==> config.mk <==
export PLATFORM = sky130hd
export DESIGN_NAME = unidade_muldiv_flat
export DESIGN_NICKNAME = d
export VERILOG_FILES = /design/src/rtl/unidade_muldiv_if.sv /design/src/rtl/unidade_muldiv.sv /design/src/flat_wrapper.sv
export SDC_FILE = /design/constraint.sdc
export NUM_CORES = 1
export LEC_CHECK = 0
export CORE_UTILIZATION = 40
export DETAILED_ROUTE_END_ITERATION = 8
export PLACE_DENSITY = 0.7
export SYNTH_ARGS = -nofsm -noshare
export SYNTH_HDL_FRONTEND = slang
export SYNTH_SLANG_ARGS = --single-unit
==> constraint.sdc <==
create_clock -name clock -period 6.5 [get_ports clock]
set_input_delay 0.65 -clock clock [delete_from_list [all_inputs] [get_ports clock]]
set_output_delay 0.65 -clock clock [all_outputs]
set_load 0.1 [all_outputs]
==> src/rtl/unidade_muldiv_if.sv <==
// Request/write-back bundle between the issue stage, the multiply/divide unit and the register file.
// master = issuing side, slave = unidade_muldiv.
interface unidade_muldiv_if;
    logic        inicio;
    logic [2:0]  funct3;
    logic [4:0]  endereco_rd;
    logic [31:0] operando1;
    logic [31:0] operando2;
    logic        ocupado;
    logic        pronto;
    logic        reg_escrita;
    logic [4:0]  endereco_regd;
    logic [31:0] dado_escrita;

    modport master (
        output inicio, funct3, endereco_rd, operando1, operando2,
        input  ocupado, pronto, reg_escrita, endereco_regd, dado_escrita
    );

    modport slave (
        input  inicio, funct3, endereco_rd, operando1, operando2,
        output ocupado, pronto, reg_escrita, endereco_regd, dado_escrita
    );
endinterface

==> src/rtl/unidade_muldiv.sv <==
// Iterative RV32M multiply/divide unit, 32 iterations, fixed 33-edge latency from accept to write.
// The divider datapath is built only when MULDIV_DIVISAO_EN is defined.
module unidade_muldiv (
    input  logic            clock,
    input  logic            reset,
    unidade_muldiv_if.slave bus
);
    typedef enum logic [1:0] {OCIOSO, CALCULA, ESCREVE} estado_t;

    estado_t     estado_q, estado_d;
    logic [2:0]  funct3_q, funct3_d;
    logic [4:0]  rd_q, rd_d;
    logic [5:0]  cnt_q, cnt_d;
    logic [31:0] oper_b_q, oper_b_d;
    logic [63:0] acc_q, acc_d;
    logic        neg_q, neg_d;
    logic        ocupado_q, ocupado_d;
    logic        pronto_q, pronto_d;
    logic        reg_escrita_q, reg_escrita_d;
    logic [4:0]  endereco_regd_q, endereco_regd_d;
    logic [31:0] dado_escrita_q, dado_escrita_d;

    logic        assina1, assina2, sinal1, sinal2;
    logic [31:0] mag1, mag2;
    logic [32:0] soma;
    logic [63:0] acc_mul, acc_n, prod_final;
    logic [31:0] resultado;
    logic        escreve_prox;

`ifdef MULDIV_DIVISAO_EN
    logic        neg_rem_q, neg_rem_d;
    logic        div_zero_q, div_zero_d;
    logic [32:0] desloc;
    logic [31:0] subtrai;
    logic        cabe;
    logic [63:0] acc_div;
`endif

    // Operand signedness is decided by funct3 at accept; magnitudes feed both datapaths.
    always_comb begin
        assina1 = (bus.funct3 != 3'b011) && (bus.funct3 != 3'b101) && (bus.funct3 != 3'b111);
        assina2 = (bus.funct3 == 3'b000) || (bus.funct3 == 3'b001) ||
                  (bus.funct3 == 3'b100) || (bus.funct3 == 3'b110);
        sinal1  = assina1 && bus.operando1[31];
        sinal2  = assina2 && bus.operando2[31];
        mag1    = sinal1 ? (32'd0 - bus.operando1) : bus.operando1;
        mag2    = sinal2 ? (32'd0 - bus.operando2) : bus.operando2;
    end

    // acc holds {partial product, multiplier} for multiply and {remainder, dividend/quotient} for divide.
    always_comb begin
        soma    = {1'b0, acc_q[63:32]} + (acc_q[0] ? {1'b0, oper_b_q} : 33'd0);
        acc_mul = {soma, acc_q[31:1]};
`ifdef MULDIV_DIVISAO_EN
        desloc  = {acc_q[63:32], acc_q[31]};
        cabe    = desloc >= {1'b0, oper_b_q};
        subtrai = desloc[31:0] - oper_b_q;
        acc_div = cabe ? {subtrai, acc_q[30:0], 1'b1} : {desloc[31:0], acc_q[30:0], 1'b0};
        acc_n   = funct3_q[2] ? acc_div : acc_mul;
`else
        acc_n   = acc_mul;
`endif
    end

    // Result select from the accumulator as it stands after the final iteration.
    always_comb begin
        prod_final = neg_q ? (64'd0 - acc_n) : acc_n;
        resultado  = (funct3_q[1:0] == 2'b00) ? prod_final[31:0] : prod_final[63:32];
`ifdef MULDIV_DIVISAO_EN
        if (funct3_q[2]) begin
            if (funct3_q[1])
                resultado = neg_rem_q ? (32'd0 - acc_n[63:32]) : acc_n[63:32];
            else if (div_zero_q)
                resultado = 32'hFFFF_FFFF;
            else
                resultado = neg_q ? (32'd0 - acc_n[31:0]) : acc_n[31:0];
        end
`else
        if (funct3_q[2])
            resultado = 32'd0;
`endif
    end

    always_comb begin
        estado_d = estado_q;
        funct3_d = funct3_q;
        rd_d     = rd_q;
        cnt_d    = cnt_q;
        oper_b_d = oper_b_q;
        acc_d    = acc_q;
        neg_d    = neg_q;
`ifdef MULDIV_DIVISAO_EN
        neg_rem_d  = neg_rem_q;
        div_zero_d = div_zero_q;
`endif
        case (estado_q)
            OCIOSO: begin
                if (bus.inicio) begin
                    estado_d = CALCULA;
                    funct3_d = bus.funct3;
                    rd_d     = bus.endereco_rd;
                    cnt_d    = 6'd0;
                    neg_d    = sinal1 ^ sinal2;
                    if (bus.funct3[2]) begin
                        oper_b_d = mag2;
                        acc_d    = {32'd0, mag1};
                    end else begin
                        oper_b_d = mag1;
                        acc_d    = {32'd0, mag2};
                    end
`ifdef MULDIV_DIVISAO_EN
                    neg_rem_d  = sinal1;
                    div_zero_d = (bus.operando2 == 32'd0);
`endif
                end
            end
            CALCULA: begin
                acc_d = acc_n;
                cnt_d = cnt_q + 6'd1;
`ifdef MULDIV_DIVISAO_EN
                if (cnt_q == 6'd31)
                    estado_d = ESCREVE;
`else
                // Without a divider, divide requests leave after a single CALCULA cycle with a zero result.
                if (funct3_q[2] || (cnt_q == 6'd31))
                    estado_d = ESCREVE;
`endif
            end
            ESCREVE: estado_d = OCIOSO;
            default: estado_d = OCIOSO;
        endcase

        escreve_prox    = (estado_d == ESCREVE);
        ocupado_d       = (estado_d != OCIOSO);
        pronto_d        = escreve_prox;
        reg_escrita_d   = escreve_prox && (rd_q != 5'd0);
        endereco_regd_d = escreve_prox ? rd_q : 5'd0;
        dado_escrita_d  = escreve_prox ? resultado : 32'd0;
    end

    always_ff @(posedge clock or posedge reset) begin
        if (reset) begin
            estado_q        <= OCIOSO;
            funct3_q        <= 3'd0;
            rd_q            <= 5'd0;
            cnt_q           <= 6'd0;
            oper_b_q        <= 32'd0;
            acc_q           <= 64'd0;
            neg_q           <= 1'b0;
            ocupado_q       <= 1'b0;
            pronto_q        <= 1'b0;
            reg_escrita_q   <= 1'b0;
            endereco_regd_q <= 5'd0;
            dado_escrita_q  <= 32'd0;
`ifdef MULDIV_DIVISAO_EN
            neg_rem_q       <= 1'b0;
            div_zero_q      <= 1'b0;
`endif
        end else begin
            estado_q        <= estado_d;
            funct3_q        <= funct3_d;
            rd_q            <= rd_d;
            cnt_q           <= cnt_d;
            oper_b_q        <= oper_b_d;
            acc_q           <= acc_d;
            neg_q           <= neg_d;
            ocupado_q       <= ocupado_d;
            pronto_q        <= pronto_d;
            reg_escrita_q   <= reg_escrita_d;
            endereco_regd_q <= endereco_regd_d;
            dado_escrita_q  <= dado_escrita_d;
`ifdef MULDIV_DIVISAO_EN
            neg_rem_q       <= neg_rem_d;
            div_zero_q      <= div_zero_d;
`endif
        end
    end

    assign bus.ocupado       = ocupado_q;
    assign bus.pronto        = pronto_q;
    assign bus.reg_escrita   = reg_escrita_q;
    assign bus.endereco_regd = endereco_regd_q;
    assign bus.dado_escrita  = dado_escrita_q;
endmodule

==> src/flat_wrapper.sv <==
// flat-port wrapper written by rule: the top's interface ports become plain ports
module unidade_muldiv_flat 
  (clock, reset, bus_inicio, bus_funct3, bus_endereco_rd, bus_operando1, bus_operando2, bus_ocupado, bus_pronto, bus_reg_escrita, bus_endereco_regd, bus_dado_escrita);
  unidade_muldiv_if bus_i ();
  input  logic clock;
  input  logic reset;
  input wire logic [$bits(bus_i.inicio)-1:0] bus_inicio;
  input wire logic [$bits(bus_i.funct3)-1:0] bus_funct3;
  input wire logic [$bits(bus_i.endereco_rd)-1:0] bus_endereco_rd;
  input wire logic [$bits(bus_i.operando1)-1:0] bus_operando1;
  input wire logic [$bits(bus_i.operando2)-1:0] bus_operando2;
  output wire logic [$bits(bus_i.ocupado)-1:0] bus_ocupado;
  output wire logic [$bits(bus_i.pronto)-1:0] bus_pronto;
  output wire logic [$bits(bus_i.reg_escrita)-1:0] bus_reg_escrita;
  output wire logic [$bits(bus_i.endereco_regd)-1:0] bus_endereco_regd;
  output wire logic [$bits(bus_i.dado_escrita)-1:0] bus_dado_escrita;
  assign bus_i.inicio = bus_inicio;
  assign bus_i.funct3 = bus_funct3;
  assign bus_i.endereco_rd = bus_endereco_rd;
  assign bus_i.operando1 = bus_operando1;
  assign bus_i.operando2 = bus_operando2;
  assign bus_ocupado = bus_i.ocupado;
  assign bus_pronto = bus_i.pronto;
  assign bus_reg_escrita = bus_i.reg_escrita;
  assign bus_endereco_regd = bus_i.endereco_regd;
  assign bus_dado_escrita = bus_i.dado_escrita;
  unidade_muldiv u_core (.clock(clock), .reset(reset), .bus(bus_i));
endmodule
==> parameters.txt <==
Parameter                              Value

Global routing
  First-pass GRT wire length ... 49.6 mm
  Pin count of the biggest net entering global routing ... 104
  Number of global-route vias before repair ... 9252
  Total global-route track usage ... 21.8%
  Global route total overflow ... 0
  Initial antenna violation count ... 0

Synthesis
  Share of synthesized cell area in full adder, half adder and majority cells ... 4.18%
  Simple-Gate Fraction of Synth Area ... 19.3%
  Synth unique cells ... 86
  Post-synthesis share of cell area spent on xor and xnor gates ... 10.9%
  Largest area contributor in the synthesized netlist ... sky130_fd_sc_hd__dfrtp_1
  Post-synth top area share ... 34.0%
  Fraction of the mapped netlist area in compound gates ... 25.9%
  Async set-or-reset flop fraction in the synthesized netlist ... 100%
  Ys Warns ... 0
  Syn avg cell area ... 8.39 um^2
  Synth Register Bits ... 153
  Fraction of synthesized area in multiplexers ... 1.96%
  Main flop type after synthesis ... sky130_fd_sc_hd__dfrtp_1
  Largest family of logic cells by synthesized area ... compound AO/OA/AOI/OAI gates
  Largest cells by area after synthesis ... sky130_fd_sc_hd__dfrtp_1 34%, sky130_fd_sc_hd__o21ai_0 7.4%, sky130_fd_sc_hd__xnor2_1 5.5%, sky130_fd_sc_hd__xor2_1 5.3%, sky130_fd_sc_hd__nand2_1 4.8%
  Number of enable-type register cells in the synthesized netlist ... 0
  Synth Cell Area ... 11200 um^2
  Synthesized netlist cell count ... 1341
  Net Count, Synth ... 1453
  Register area share after synthesis ... 34.0%

Place
  Input/output buffers ... 114
  Placer Congestion ... 0.880
  Setup slack at placement ... 1590 ps
  HPWL Detailed ... 23.2 mm

STA
  Remaining max-slew budget at the tightest pin ... 23.5%
  Post-route clock skew ... 7.65 ps
  Slew Viols, Final ... 0
  Hold violation total from the final report ... 0
  Setup slack after layout ... 1520 ps
  Max Clk Rate ... 0.201 GHz
  Setup total negative slack ... 0 ps
  Final critical-path share of the clock period ... 76.6%
  Minimum hold slack ... 474 ps
  Transition time at the pin with the least slew margin ... 1150 ps
  Final-report setup violation count ... 0
  Final period demand of the worst path ... 4980 ps
  Unrepaired setup endpoints after global routing ... no

CTS
  CTS buffer count ... 17
  Clk slew on worst S/H paths ... 60 ps
  # clock sinks ... 153
  Clock tree root driver cell ... sky130_fd_sc_hd__clkbuf_16
  Cells resized by post-CTS repair ... 0
  Clock tree from TritonCTS ... yes
  Cts-stage hold buffer count ... 0
  Number of post-CTS setup repair buffers ... 0
  H-Tree Level Count ... 4
  Worst-skew pair later-pin latency ... 430 ps
  Maximum clock path buffer count ... 2

Layout
  Share of post-route cells with drive strength above 1 ... 6.51%
  Most used cells in the layout excluding fill and tap cells ... 166 x sky130_fd_sc_hd__o21ai_0, 152 x sky130_fd_sc_hd__dfrtp_1, 145 x sky130_fd_sc_hd__nand2_1, 119 x sky130_fd_sc_hd__nor2_1, 113 x sky130_fd_sc_hd__clkdlybuf4s50_1
  Ant diodes ... 0
  Number of nets in the layout ... 1513
  Post-route core utilization ... 47.7%
  Most common cell after layout, fill and taps aside ... sky130_fd_sc_hd__o21ai_0
  Synthesis-to-layout area growth ... 17.4%

Floorplan
  Count of standard-cell rows ... 61
  Core ar. ... 27700 um^2
  Vertical die dimension ... 170 um
  Count of pins on the block boundary ... 115
  Die boundary width ... 170 um
  Die area ... 28800 um^2
  Starting density of the core ... 40.6%

Power
  Peak supply drop ... 0.235 mV
  Cell area power density ... 468 nW/um^2
  Static Leakage ... 5.42 nW

Min path
  Worst min-delay path category ... reg2reg
  Endpoint of the worst hold path ... u_core.oper_b_q[19]
  Source of the worst hold timing path ... u_core.oper_b_q[19]
  Hold-critical path depth ... 2

Route
  WL final ... 30.6 mm
  Average detailed-routed wire length per instance ... 17.1 um
  Number of nets with antenna violations after detailed routing ... 0
  Total vias in the final route ... 9924
  Initial DRT Pass Iterations ... 5
  Count of routing violations after the opening detailed-route iteration ... 735
  Routed vias/inst ... 5.54
  Total DRC errors in the routed layout ... 0

Critical path
  Startpoint of the worst setup timing path ... u_core.acc_q[0]
  Req. time, crit path ... 6820 ps
  Startpoint type of the worst setup path ... register
  Crit Path Max Fanout ... 33
  Worst reg2reg path depth ... 14
  Critical path class ... reg2reg
  Nature of the critical path endpoint ... register
  Slack of the worst reg-to-reg path ... 1520 ps
  Arrival time of the worst setup path ... 5300 ps
  Crit Reg-Reg Endpoint ... u_core.bus.dado_escrita[30]
  Startpoint of the most critical register-to-register path ... u_core.acc_q[0]

Run
  Max_cap viols ... 0

Status
  Outcome ... complete, no violations
-- synthesized netlist by cell type, drive strengths merged, types with 4 or more instances --
master and instances:
nand4 6, dfrtp 153, inv 18, a22o 28, o211ai 6, or4 18, and2 40, mux2i 13
mux2 8, o21ai 171, and4 4, ha 36, nand2 145, buf 19, a21o 10, o41ai 17
a21oi 90, o21bai 4, nor2 120, o21a 5, xnor2 70, nor2b 4, nor4 7, o41a 4
nor3 30, and3 12, xor2 69, o31ai 23, or3 17, a22oi 31, or2 9, a211oi 26
nand3 12, nand2b 10, o22ai 4, nand3b 4, a21boi 4, clkbuf 62
-- area by class of cell --
class | instances | area (um^2)
clock buffers | 21 | 460
flip-flops and latches | 153 | 3830
fillers | 2601 | 14500
well taps | 378 | 473
clock inverters | 10 | 145
multi-input cells | 1089 | 7030
repair buffers | 122 | 1200
inverters | 18 | 72.6
-- cells by family after synthesis --
kind of cell,Yosys count
muxes,21
xor gates and xnor gates,139
adders and majority gates,37
AOI/OAI and AO/OA,448
buffers and inverters,99
and+or+nand+nor,444
DFF,153
-- routing by layer --
metal  global-route usage (%)  vias up  part of all wire (%)
li1                         -     4978                     -
met1                     31.1     4656                    49
met2                     33.3      262                    44
met3                     4.15       28                   5.7
met4                     6.35        0                   1.8
met5                        0        -                     0
-- stage by stage --
step                total power, W  cell area [um^2]  instances
finish                     0.00618             13200       1791
floorplan                  0.00430             11200       1341
detailed placement         0.00513             12600       1760
global placement           0.00507             12600       1760
global route               0.00660             13200       1791
CTS                        0.00617             13200       1791
-- state kept, by name, summed over array words and instances (netlist names) --
register,count
u_core.bus.reg_escrita,1
u_core.bus.ocupado,1
u_core.oper_b_q,32
u_core.bus.pronto,1
u_core.cnt_q,6
u_core.rd_q,5
u_core.acc_q,64
u_core.bus.dado_escrita,32
u_core.estado_q,2
u_core.neg_q,1
u_core.funct3_q,3
u_core.bus.endereco_regd,5
-- critical path, cell delays in order, from the launching register on --
cell                       delay (ps)
sky130_fd_sc_hd__dfrtp_1          720
sky130_fd_sc_hd__and2_1           340
sky130_fd_sc_hd__ha_1             220
sky130_fd_sc_hd__fa_1             440
sky130_fd_sc_hd__a21o_1           220
sky130_fd_sc_hd__a221oi_2         470
sky130_fd_sc_hd__o32a_2           280
sky130_fd_sc_hd__o21ai_1          110
sky130_fd_sc_hd__o22ai_1          170
sky130_fd_sc_hd__xnor2_1          200
sky130_fd_sc_hd__or4_1            650
sky130_fd_sc_hd__or4b_1           560
sky130_fd_sc_hd__o21ai_1          160
sky130_fd_sc_hd__xor2_1            90
sky130_fd_sc_hd__a211oi_1         230
-- power by group --
group | switching (W) | internal, W | leakage [nW]
Combinational | 0.00227 | 0.00119 | 3.14
Clock | 0.000395 | 0.000624 | 0.290
Sequential | 0.000373 | 0.00132 | 2.00
-- how the worst max path moves through the flow --
stage	slack (ps)	endpoint	cells past startpoint
2_1_floorplan	1730	u_core.acc_q[0]	1
3_3_place_gp	1690	u_core.bus.dado_escrita[31]	14
3_5_place_dp	1590	u_core.bus.dado_escrita[30]	14
4_1_cts	1550	u_core.bus.dado_escrita[30]	14
5_1_grt	1170	u_core.bus.dado_escrita[30]	14
6_report	1520	u_core.bus.dado_escrita[30]	14
Note: power is estimated with default switching activity, not from simulation.
